<file path="src/rtl/mult4_pkg.sv">
// mult4_pkg: shared widths and result bundle for the 4x4 multiplier and its MAC stage
package mult4_pkg;
  localparam int OP_W = 4;
  localparam int PROD_W = 8;
  localparam int CNT_W = 8;
  localparam int ACC_MAX_W = 32;
  localparam logic [CNT_W-1:0] CNT_MAX = 8'd255;
  typedef struct packed {
    logic [ACC_MAX_W-1:0] acc;
    logic [CNT_W-1:0]     count;
    logic                 ovf;
  } result_t;
endpackage

</file>
<file path="src/rtl/mult4_mac_stage_main.sv">
// main: 4x4 unsigned tree multiplier, two carry-save layers and a Kogge-Stone final adder
module main
  import mult4_pkg::*;
(
  input  logic [OP_W-1:0]   x,
  input  logic [OP_W-1:0]   y,
  output logic [PROD_W-1:0] p
);
  logic [PROD_W-1:0] pp [OP_W];
  logic [PROD_W-1:0] s1, c1, s2, c2;
  logic [PROD_W-1:0] g0, g1, g2, g3, p0, q1, q2;
  for (genvar i = 0; i < OP_W; i++) begin : g_pp
    assign pp[i] = {{(PROD_W-OP_W){1'b0}}, x & {OP_W{y[i]}}} << i;
  end
  // The product never exceeds 8 bits, so dropping carries past the MSB is exact.
  always_comb begin
    s1 = pp[0] ^ pp[1] ^ pp[2];
    c1 = ((pp[0] & pp[1]) | (pp[0] & pp[2]) | (pp[1] & pp[2])) << 1;
    s2 = s1 ^ c1 ^ pp[3];
    c2 = ((s1 & c1) | (s1 & pp[3]) | (c1 & pp[3])) << 1;
    g0 = s2 & c2;
    p0 = s2 ^ c2;
    g1 = g0 | (p0 & (g0 << 1));
    q1 = p0 & (p0 << 1);
    g2 = g1 | (q1 & (g1 << 2));
    q2 = q1 & (q1 << 2);
    g3 = g2 | (q2 & (g2 << 4));
    p = p0 ^ (g3 << 1);
  end
endmodule

</file>
<file path="src/rtl/mult4_mac_stage.sv">
// mult4_mac_stage: registers operand beats, multiplies them and accumulates per-group sums
module mult4_mac_stage
  import mult4_pkg::*;
#(
  parameter int ACC_W = 16
) (
  input  logic             clk,
  input  logic             rst,
  input  logic             in_valid,
  output logic             in_ready,
  input  logic [3:0]       in_x,
  input  logic [3:0]       in_y,
  input  logic             in_last,
  output logic             out_valid,
  input  logic             out_ready,
  output logic [ACC_W-1:0] out_acc,
  output logic [7:0]       out_count,
  output logic             out_ovf
);
  logic [OP_W-1:0]   s1_x, s1_y;
  logic              s1_last, s1_valid, s1_fire;
  logic [PROD_W-1:0] prod;
  logic [ACC_W-1:0]  acc;
  logic [ACC_W:0]    sum;
  logic [CNT_W-1:0]  cnt, cnt_n;
  logic              ovf, ovf_n;
  result_t           res;
  main u_mul (.x(s1_x), .y(s1_y), .p(prod));
  always_comb begin
    s1_fire = s1_valid && (!s1_last || !out_valid || out_ready);
    in_ready = !s1_valid || s1_fire;
    sum = {1'b0, acc} + (ACC_W+1)'(prod);
    ovf_n = ovf | sum[ACC_W];
    cnt_n = (cnt == CNT_MAX) ? cnt : cnt + 1'b1;
  end
  assign out_acc = ACC_W'(res.acc);
  assign out_count = res.count;
  assign out_ovf = res.ovf;
  always_ff @(posedge clk) begin
    if (rst) begin
      s1_valid <= 1'b0;
      acc <= '0;
      cnt <= '0;
      ovf <= 1'b0;
      out_valid <= 1'b0;
      res <= '0;
    end else begin
      if (in_ready) begin
        s1_valid <= in_valid;
        if (in_valid) begin
          s1_x <= in_x;
          s1_y <= in_y;
          s1_last <= in_last;
        end
      end
      // A last beat hands the group to the output and restarts the accumulator.
      if (s1_fire) begin
        acc <= s1_last ? '0 : sum[ACC_W-1:0];
        cnt <= s1_last ? '0 : cnt_n;
        ovf <= s1_last ? 1'b0 : ovf_n;
        if (s1_last) res <= '{acc: ACC_MAX_W'(sum[ACC_W-1:0]), count: cnt_n, ovf: ovf_n};
      end
      out_valid <= (s1_fire && s1_last) ? 1'b1 : (out_ready ? 1'b0 : out_valid);
    end
  end
endmodule

</file>
<file path="config.mk">
export PLATFORM = sky130hd
export DESIGN_NAME = mult4_mac_stage
export DESIGN_NICKNAME = d
export VERILOG_FILES = /design/src/rtl/mult4_pkg.sv /design/src/rtl/mult4_mac_stage_main.sv /design/src/rtl/mult4_mac_stage.sv
export SDC_FILE = /design/constraint.sdc
export NUM_CORES = 1
export LEC_CHECK = 0
export CORE_UTILIZATION = 35
export CTS_CLUSTER_DIAMETER = 100
export DETAILED_ROUTE_END_ITERATION = 8
export PLACE_DENSITY = 0.61
export SKIP_LAST_GASP = 1
export SLEW_MARGIN = 20
export SYNTH_ARGS = -nofsm -noshare
export SYNTH_HDL_FRONTEND = slang
export SYNTH_HIERARCHICAL = 1
export SYNTH_SLANG_ARGS = --single-unit
</file>
<file path="constraint.sdc">
create_clock -name clk -period 5.15 [get_ports clk]
set_input_delay 1.2875 -clock clk [delete_from_list [all_inputs] [get_ports clk]]
set_output_delay 1.2875 -clock clk [all_outputs]
set_load 0.01 [all_outputs]
</file>
==> out/results.md, run 1 <==
| Metric | Value | Unit |
|---|---|---|
| Clk network pwr share | 41.2 | % |
| Top-Level Pins | 40 | - |
| Most common cell after layout, fill and taps aside | sky130_fd_sc_hd__dfxtp_1 | - |
| Die footprint | 10,000 | um^2 |
| Mapped Area | 3370 | um^2 |
| CTS Root Cell | sky130_fd_sc_hd__clkbuf_8 | - |
| Non-filler instance count after layout | 545 | - |
| Global-route wire length before repair | 13.4 | mm |
| Post-CTS Setup Repair Bufs | 0 | - |
| Number of enable flip-flop cells after synthesis | 9 | - |
| Maximum vdd drop | 0.000137 | V |
| Total placed instance area | 3880 | um^2 |
| Vias in the first global route | 2,806 | - |
| Cell Int Power | 822 | uW |
| Std-Cell Core Area | 9280 | um^2 |
| Total leakage power | 0.00159 | uW |
| Launch point of the worst hold path | acc[2] | - |
| Area of all placed cells without fillers | 4090 | um^2 |
| Fraction of the cycle the final worst path needs | 83.1 | % |
| Iter 0 DRT Violations | 123 | - |
| Switching power total | 286 | uW |
| Total negative slack | 0 | ns |
| X dimension of the die | 100 | um |
| Final Slew Violations | 0 | - |
| Max-cap viol count | 0 | - |
| Startpoint class of the critical path | register | - |
| Yosys top cell by area | sky130_fd_sc_hd__dfxtp_1 | - |
| Combinational fraction of design power | 13.1 | % |
| Sequential group share of total power | 45.8 | % |
| Detailed Route WL | 8.06 | mm |
| Launching instance or port of the critical path | s1_x[1] | - |
| Most common flop cell mapped by yosys | sky130_fd_sc_hd__dfxtp_1 | - |
| PD cells | 271 | nW/um^2 |
| Cell count after placement | 529 | - |
| Routability cong. | 0.804 | - |
| Combined global-route utilization of all metal layers | 17.4 | % |
| Worst setup skew after layout | 0.00906 | ns |
| Worst-path clk slew | 0.07 | ns |
| Routed wirelength normalized by instance count | 14.8 | um |
| Later-pin clock latency in the skew report | 0.34 | ns |
| Ranking of synthesized cells by area | sky130_fd_sc_hd__dfxtp_1 (31%), sky130_fd_sc_hd__edfxtp_1 (8.0%), sky130_fd_sc_hd__ha_1 (5.9%) | - |
| Count of state elements after synthesis | 61 | - |
| Critical path arrival | 4.51 | ns |
| Layout-stage area growth over the synthesis result | 21.4 | % |
| Proportion of total power due to net switching | 25.8 | % |
| Pin count of the biggest net entering global routing | 17 | - |
| Leading cell types in the layout, fill and taps excluded | sky130_fd_sc_hd__dfxtp_1 (52), sky130_fd_sc_hd__clkdlybuf4s50_1 (39), sky130_fd_sc_hd__nand2_1 (37), sky130_fd_sc_hd__o21ai_0 (24), sky130_fd_sc_hd__nor2_1 (23) | - |
| Yosys cell types | 60 | - |
| DIE HEIGHT | 100 | um |
| Data required time of the worst path | 5.39 | ns |
| Total number of nets in the final design | 447 | - |
| Synth warn | 6 | - |
| Unrepaired setup endpoints after global routing | no | - |
| Rel. slew slack | 51.2 | % |
| Clock tree from TritonCTS | yes | - |
| Mean cell area of the mapped netlist | 9.05 | um^2 |
| Vias | 2,913 | - |
| Category of the critical setup timing path | reg -> reg | - |
| Initial Util | 36.3 | % |
| Fmax | 234 | MHz |
| Antenna violations before repair | 0 | - |
| Count of port buffers added during placement | 39 | - |
| Gates resized, CTS repair | 0 | - |
| Cell count after synthesis | 372 | - |
| Maximum fanout count along the critical path | 11 | - |
| Largest buffer count on any clock path | 2 | - |
| Share of post-route cells with drive strength above 1 | 8.17 | % |
| Hold buffer count at CTS | 0 | - |
| Sequential share of the synthesized area | 38.9 | % |
| Clock buffer count from CTS | 9 | - |
| Class of the worst hold path | reg -> reg | - |
| Post-Synthesis Net Count | 408 | - |
| Least-Margin Pin Slew | 0.727 | ns |
| Final HPWL from detailed placement | 5.69 | mm |
| Hold Violations, Final | 0 | - |
| Worst flop-to-flop path startpoint | s1_x[1] | - |
| Clock sinks | 61 | - |
| Overflow left after global routing | 0 | - |
| Shortest clock period the worst path allows after layout | 4.28 | ns |
| Post-DRT Antenna Nets | 0 | - |
| Setup Viol. Count Final | 0 | - |
| Via density per instance | 5.34 | - |
| Maximum level of the CTS H-tree | 3 | - |
| Rows | 35 | - |
| Outcome | complete, no violations | - |
| Proportion of register bits with asynchronous set or reset after synthesis | 0 | % |
| Antenna diodes | 0 | - |
| Element type at the critical path end | register | - |
| Number of iterations in the first detailed-routing pass | 4 | - |
| Synth top area share | 30.9 | % |
| Remaining design rule violation count | 0 | - |
==> synthesized netlist by cell type (5+ instances only) <==
library cell / n
sky130_fd_sc_hd__a21o_1: 9
sky130_fd_sc_hd__a21oi_1: 17
sky130_fd_sc_hd__a22o_1: 8
sky130_fd_sc_hd__and2_1: 15
sky130_fd_sc_hd__clkbuf_1: 9
sky130_fd_sc_hd__dfxtp_1: 52
sky130_fd_sc_hd__edfxtp_1: 9
sky130_fd_sc_hd__fa_1: 7
sky130_fd_sc_hd__ha_1: 16
sky130_fd_sc_hd__inv_1: 15
sky130_fd_sc_hd__nand2_1: 37
sky130_fd_sc_hd__nand3_1: 14
sky130_fd_sc_hd__nand4_1: 8
sky130_fd_sc_hd__nor2_1: 23
sky130_fd_sc_hd__nor3_1: 8
sky130_fd_sc_hd__nor4_1: 5
sky130_fd_sc_hd__o211ai_1: 5
sky130_fd_sc_hd__o21ai_0: 24
sky130_fd_sc_hd__or3_1: 6
sky130_fd_sc_hd__or4_1: 6
sky130_fd_sc_hd__xnor2_1: 6
==> worst max-delay path, stage by stage (launching register included) <==
cell and delay [ns]:
sky130_fd_sc_hd__edfxtp_1 0.43, sky130_fd_sc_hd__and2_1 0.20, sky130_fd_sc_hd__fa_1 0.53, sky130_fd_sc_hd__inv_1 0.05
sky130_fd_sc_hd__fa_1 0.52, sky130_fd_sc_hd__inv_1 0.04, sky130_fd_sc_hd__ha_1 0.22, sky130_fd_sc_hd__fa_1 0.40
sky130_fd_sc_hd__a21o_1 0.17, sky130_fd_sc_hd__a21o_1 0.18, sky130_fd_sc_hd__ha_1 0.46, sky130_fd_sc_hd__nand3_1 0.16
sky130_fd_sc_hd__a21oi_1 0.35, sky130_fd_sc_hd__o21ai_0 0.17, sky130_fd_sc_hd__a32o_1 0.27
==> per-layer routing <==
layer	vias up	share of wire [%]	GRT usage (%)
met5	-	0	0
met4	0	2.0	7.80
met3	14	4.2	3.06
met2	65	45	26.8
met1	1375	49	23.9
li1	1459	-	-
==> cells by family (layout without fill, tap and decap cells) <==
family | after synthesis | after routing | share of synthesized area, %
AND/OR/NAND/NOR | 142 | 142 | 21.8
multiplexers | 4 | 4 | 1.23
AO/OA/AOI/OAI | 100 | 100 | 20.8
adder cells (fa/ha/maj) | 23 | 23 | 10.1
buffers and inverters | 33 | 77 | 4.87
XOR/XNOR | 9 | 9 | 2.34
flip-flops | 61 | 61 | 38.9
==> stage by stage <==
stage               worst slack (ns)  util [%]  hold slack, ns  power, uW
floorplan                       1.11         -           0.436        615
global placement               0.969      41.8           0.439        658
detailed placement             0.875      41.8           0.442        661
CTS                            0.866      44.0           0.458       1110
global route                   0.617      44.0           0.485       1160
finish                         0.872      44.0           0.454       1110
==> final timing paths <==
path                 end  slack (ns)  depth (start not counted)
max          out_acc[11]        0.87                         14
min               acc[2]        0.45                          2
max reg2reg  out_acc[11]        0.87                         14
min reg2reg       acc[2]        0.45                          2
==> sequential cells by signal, indices dropped and copies added (netlist names) <==
name / cells
acc: 16
out_acc: 16
cnt: 8
out_count: 8
s1_x: 4
s1_y: 4
out_ovf: 1
out_valid: 1
ovf: 1
s1_last: 1
s1_valid: 1
==> power by group through the flow <==
stage	Clock, uW	Combinational (uW)	Sequential [uW]
6_report	456	145	507
5_1_grt	486	161	509
4_1_cts	463	144	507
3_5_place_dp	0	144	517
3_3_place_gp	0	141	517
2_1_floorplan	0	101	514
==> area by class of cell <==
type | count | area, um^2
Multi-Input combinational cell | 278 | 1900
Timing Repair Buffer | 46 | 443
Sequential cell | 61 | 1310
Clock inverter | 3 | 42.5
Inverter | 15 | 56.3
Tap cell | 129 | 161
Fill cell | 932 | 5200
Clock buffer | 13 | 169
Power figures use the tool's default switching activity.
==> run 2: changes to the inputs <==
- clock period: 5.15 -> 4 ns (I/O delays scaled with it)
==> out/results.md, run 2 (synthesis gave the netlist of run 1 again) <==
| Metric | Value | Unit | vs previous |
|---|---|---|---|
| Final HPWL from detailed placement | 6.01 | mm | +5.6% |
| Top-Level Pins | 40 | - | unchanged |
| Routability cong. | 0.831 | - | +3.4% |
| Worst-path clk slew | 0.07 | ns | about the same |
| Maximum fanout count along the critical path | 9 | - | -2 |
| Clock tree from TritonCTS | yes | - |  |
| CTS Root Cell | sky130_fd_sc_hd__clkbuf_8 | - |  |
| Total number of nets in the final design | 473 | - | +5.8% |
| Class of the worst hold path | reg -> reg | - |  |
| Max-cap viol count | 0 | - | unchanged |
| Total area of sequential cells | 1310 | um^2 | unchanged |
| Routed wirelength normalized by instance count | 15.0 | um | +1.2% |
| PD cells | 353 | nW/um^2 | +30% |
| Post-Place Worst Slack | -0.0964 | ns | -0.971 ns |
| Number of iterations in the first detailed-routing pass | 4 | - | unchanged |
| Pin count of the biggest net entering global routing | 18 | - | +1 |
| Cell count of the worst reg-to-reg path | 15 | - | +1 |
| Worst flop-to-flop path startpoint | s1_x[3] | - |  |
| Violations in the final reports | negative setup slack | - |  |
| Critical path arrival | 4.29 | ns | -0.22 ns |
| Startpoint class of the critical path | register | - |  |
| Hold Violations, Final | 0 | - | unchanged |
| Iter 0 DRT Violations | 130 | - | +5.7% |
| Rows | 35 | - | unchanged |
| Largest buffer count on any clock path | 2 | - | unchanged |
| Antenna diodes | 0 | - | unchanged |
| Die footprint | 10,000 | um^2 | unchanged |
| Shortest clock period the worst path allows after layout | 4.01 | ns | -0.273 ns |
| Initial Util | 36.3 | % | unchanged |
| Library cell contributing the largest single delay on the critical path | sky130_fd_sc_hd__fa_1 | - |  |
| Count of port buffers added during placement | 39 | - | unchanged |
| Maximum vdd drop | 0.000160 | V | +17% |
| Least-Margin Pin Slew | 0.797 | ns | +0.0701 ns |
| Layout-stage area growth over the synthesis result | 32.3 | % |  |
| Vias in the first global route | 2,905 | - | +3.5% |
| Worst setup skew after layout | 0.00796 | ns | -0.00110 ns |
| Category of the critical setup timing path | reg -> reg | - |  |
| Critical path, cell by cell | and2_4, fa_1, inv_2, fa_1, inv_1, ha_2, fa_2, a21o_1, a21o_1, ha_4, nand2_1, o21a_2, buf_4, or4_1, nand3_1 | - |  |
| Detailed Route WL | 8.54 | mm | +6.0% |
| Global-route wire length before repair | 14.0 | mm | +4.7% |
| Number of buffers and inverters on the critical path | 3 | - | +1 |
| Fraction of the cycle the final worst path needs | 100 | % | +17 points |
| Internal reg-to-reg setup slack | -0.006 | ns | -0.88 ns |
| Total leakage power | 0.00173 | uW | +8.7% |
| Outcome | complete, but fails checks | - |  |
| DIE HEIGHT | 100 | um | unchanged |
| Maximum level of the CTS H-tree | 3 | - | unchanged |
| Later-pin clock latency in the skew report | 0.34 | ns | about the same |
| Setup Viol. Count Final | 1 | - | +1 |
| Share of post-route cells with drive strength above 1 | 17.6 | % | +9.5 points |
| Post-DRT Antenna Nets | 0 | - | unchanged |
| Combined global-route utilization of all metal layers | 18.0 | % | +0.65 points |
| Std-Cell Core Area | 9280 | um^2 | unchanged |
| Reg2reg end | out_acc[14] | - |  |
| Unrepaired setup endpoints after global routing | yes | - |  |
| Most common cell after layout, fill and taps aside | sky130_fd_sc_hd__dfxtp_1 | - |  |
| Overflow left after global routing | 0 | - | unchanged |
| Worst hold stages | 2 | - | unchanged |
| Fmax | 250 | MHz | +6.8% |
| Area of the multi-input gates | 2050 | um^2 | +7.8% |
| Element type at the critical path end | register | - |  |
| Clock buffer count from CTS | 9 | - | unchanged |
| Remaining design rule violation count | 0 | - | unchanged |
| Leading cell types in the layout, fill and taps excluded | sky130_fd_sc_hd__dfxtp_1 (52), sky130_fd_sc_hd__clkdlybuf4s50_1 (39), sky130_fd_sc_hd__nand2_1 (37), sky130_fd_sc_hd__buf_4 (31), sky130_fd_sc_hd__nor2_1 (23) | - |  |
| Total negative slack | -0.00569 | ns | -0.00569 ns |
| Hold buffer count at CTS | 0 | - | unchanged |
| Final Slew Violations | 0 | - | unchanged |
| Rel. slew slack | 46.5 | % | -4.7 points |
| Total Power Consumption | 1570 | uW | +42% |
| Family with the most delay on the worst path | adder cells | - |  |
| Vias | 2,977 | - | +2.2% |
| Filler instances | 909 | - | -2.5% |
| Data required time of the worst path | 4.29 | ns | -1.10 ns |
| X dimension of the die | 100 | um | unchanged |
| Launch point of the worst hold path | out_count[0] | - |  |
| Antenna violations before repair | 0 | - | unchanged |
| CP peak stage delay | 0.54 | ns | about the same |
| Worst path setup slack after routing | -0.00569 | ns | -0.877 ns |
| Clock sinks | 61 | - | unchanged |
| Via density per instance | 5.21 | - | -2.5% |
| Worst min-delay path endpoint | out_count[0] | - |  |
[run 2: how the worst max path moves through the flow]
stage | from | end | slack, ns | depth (start not counted)
2_1_floorplan | s1_x[1] | acc[10] | 0.009 | 16
6_report | s1_x[3] | out_acc[14] | -0.006 | 15
5_1_grt | s1_x[3] | out_acc[10] | -0.16 | 15
4_1_cts | s1_x[1] | out_ovf | -0.06 | 13
3_3_place_gp | s1_x[1] | out_ovf | -0.05 | 13
3_5_place_dp | s1_x[1] | acc[12] | -0.1 | 14
[run 2: power by group]
part           leakage [uW]  internal, uW  switching (uW)
clock              0.000121           431             246
combinational       0.00110           122             123
sequential         0.000505           637            14.8
total               0.00173          1190             384
[run 2: worst min-delay path: stages, from the launching register on]
cell	delay (ns)
sky130_fd_sc_hd__dfxtp_1	0.33
sky130_fd_sc_hd__nand2_1	0.04
sky130_fd_sc_hd__o21ai_0	0.06
[run 2: layout make-up]
cell class | instances | area share (%)
sequential | 61 | 29.4
multi-input combinational | 279 | 46.1
inverter | 15 | 1.26
tap | 129 | 3.62
clock buffer | 12 | 3.26
timing repair buffer | 71 | 14.2
clock inverter | 4 | 2.13
[run 2: timing repair]
action | 4_1_cts | 5_1_grt
pin swaps | 1 | 20
cloned | 0 | 1
setup endpoints to repair | 17 | 24
setup buffers | 0 | 4
resized for setup | 4 | 24
[run 2: per-layer routing]
layer / routed length, um / global-route usage (%)
met1: 4160 / 24.5
met2: 3890 / 27.7
met3: 323 / 3.06
met4: 161 / 8.92
met5: 0 / 0
[run 2: through the flow]
| stage | hold slack (ns) | std cells | area [um^2] | util (%) |
|---|---|---|---|---|
| after floorplan | 0.436 | 372 | 3370 | - |
| after global placement | 0.439 | 550 | 4040 | 43.5 |
| after detailed placement | 0.448 | 550 | 4040 | 43.5 |
| after CTS | 0.461 | 566 | 4300 | 46.3 |
| after global routing | 0.489 | 571 | 4460 | 48.0 |
| final | 0.457 | 571 | 4460 | 48.0 |
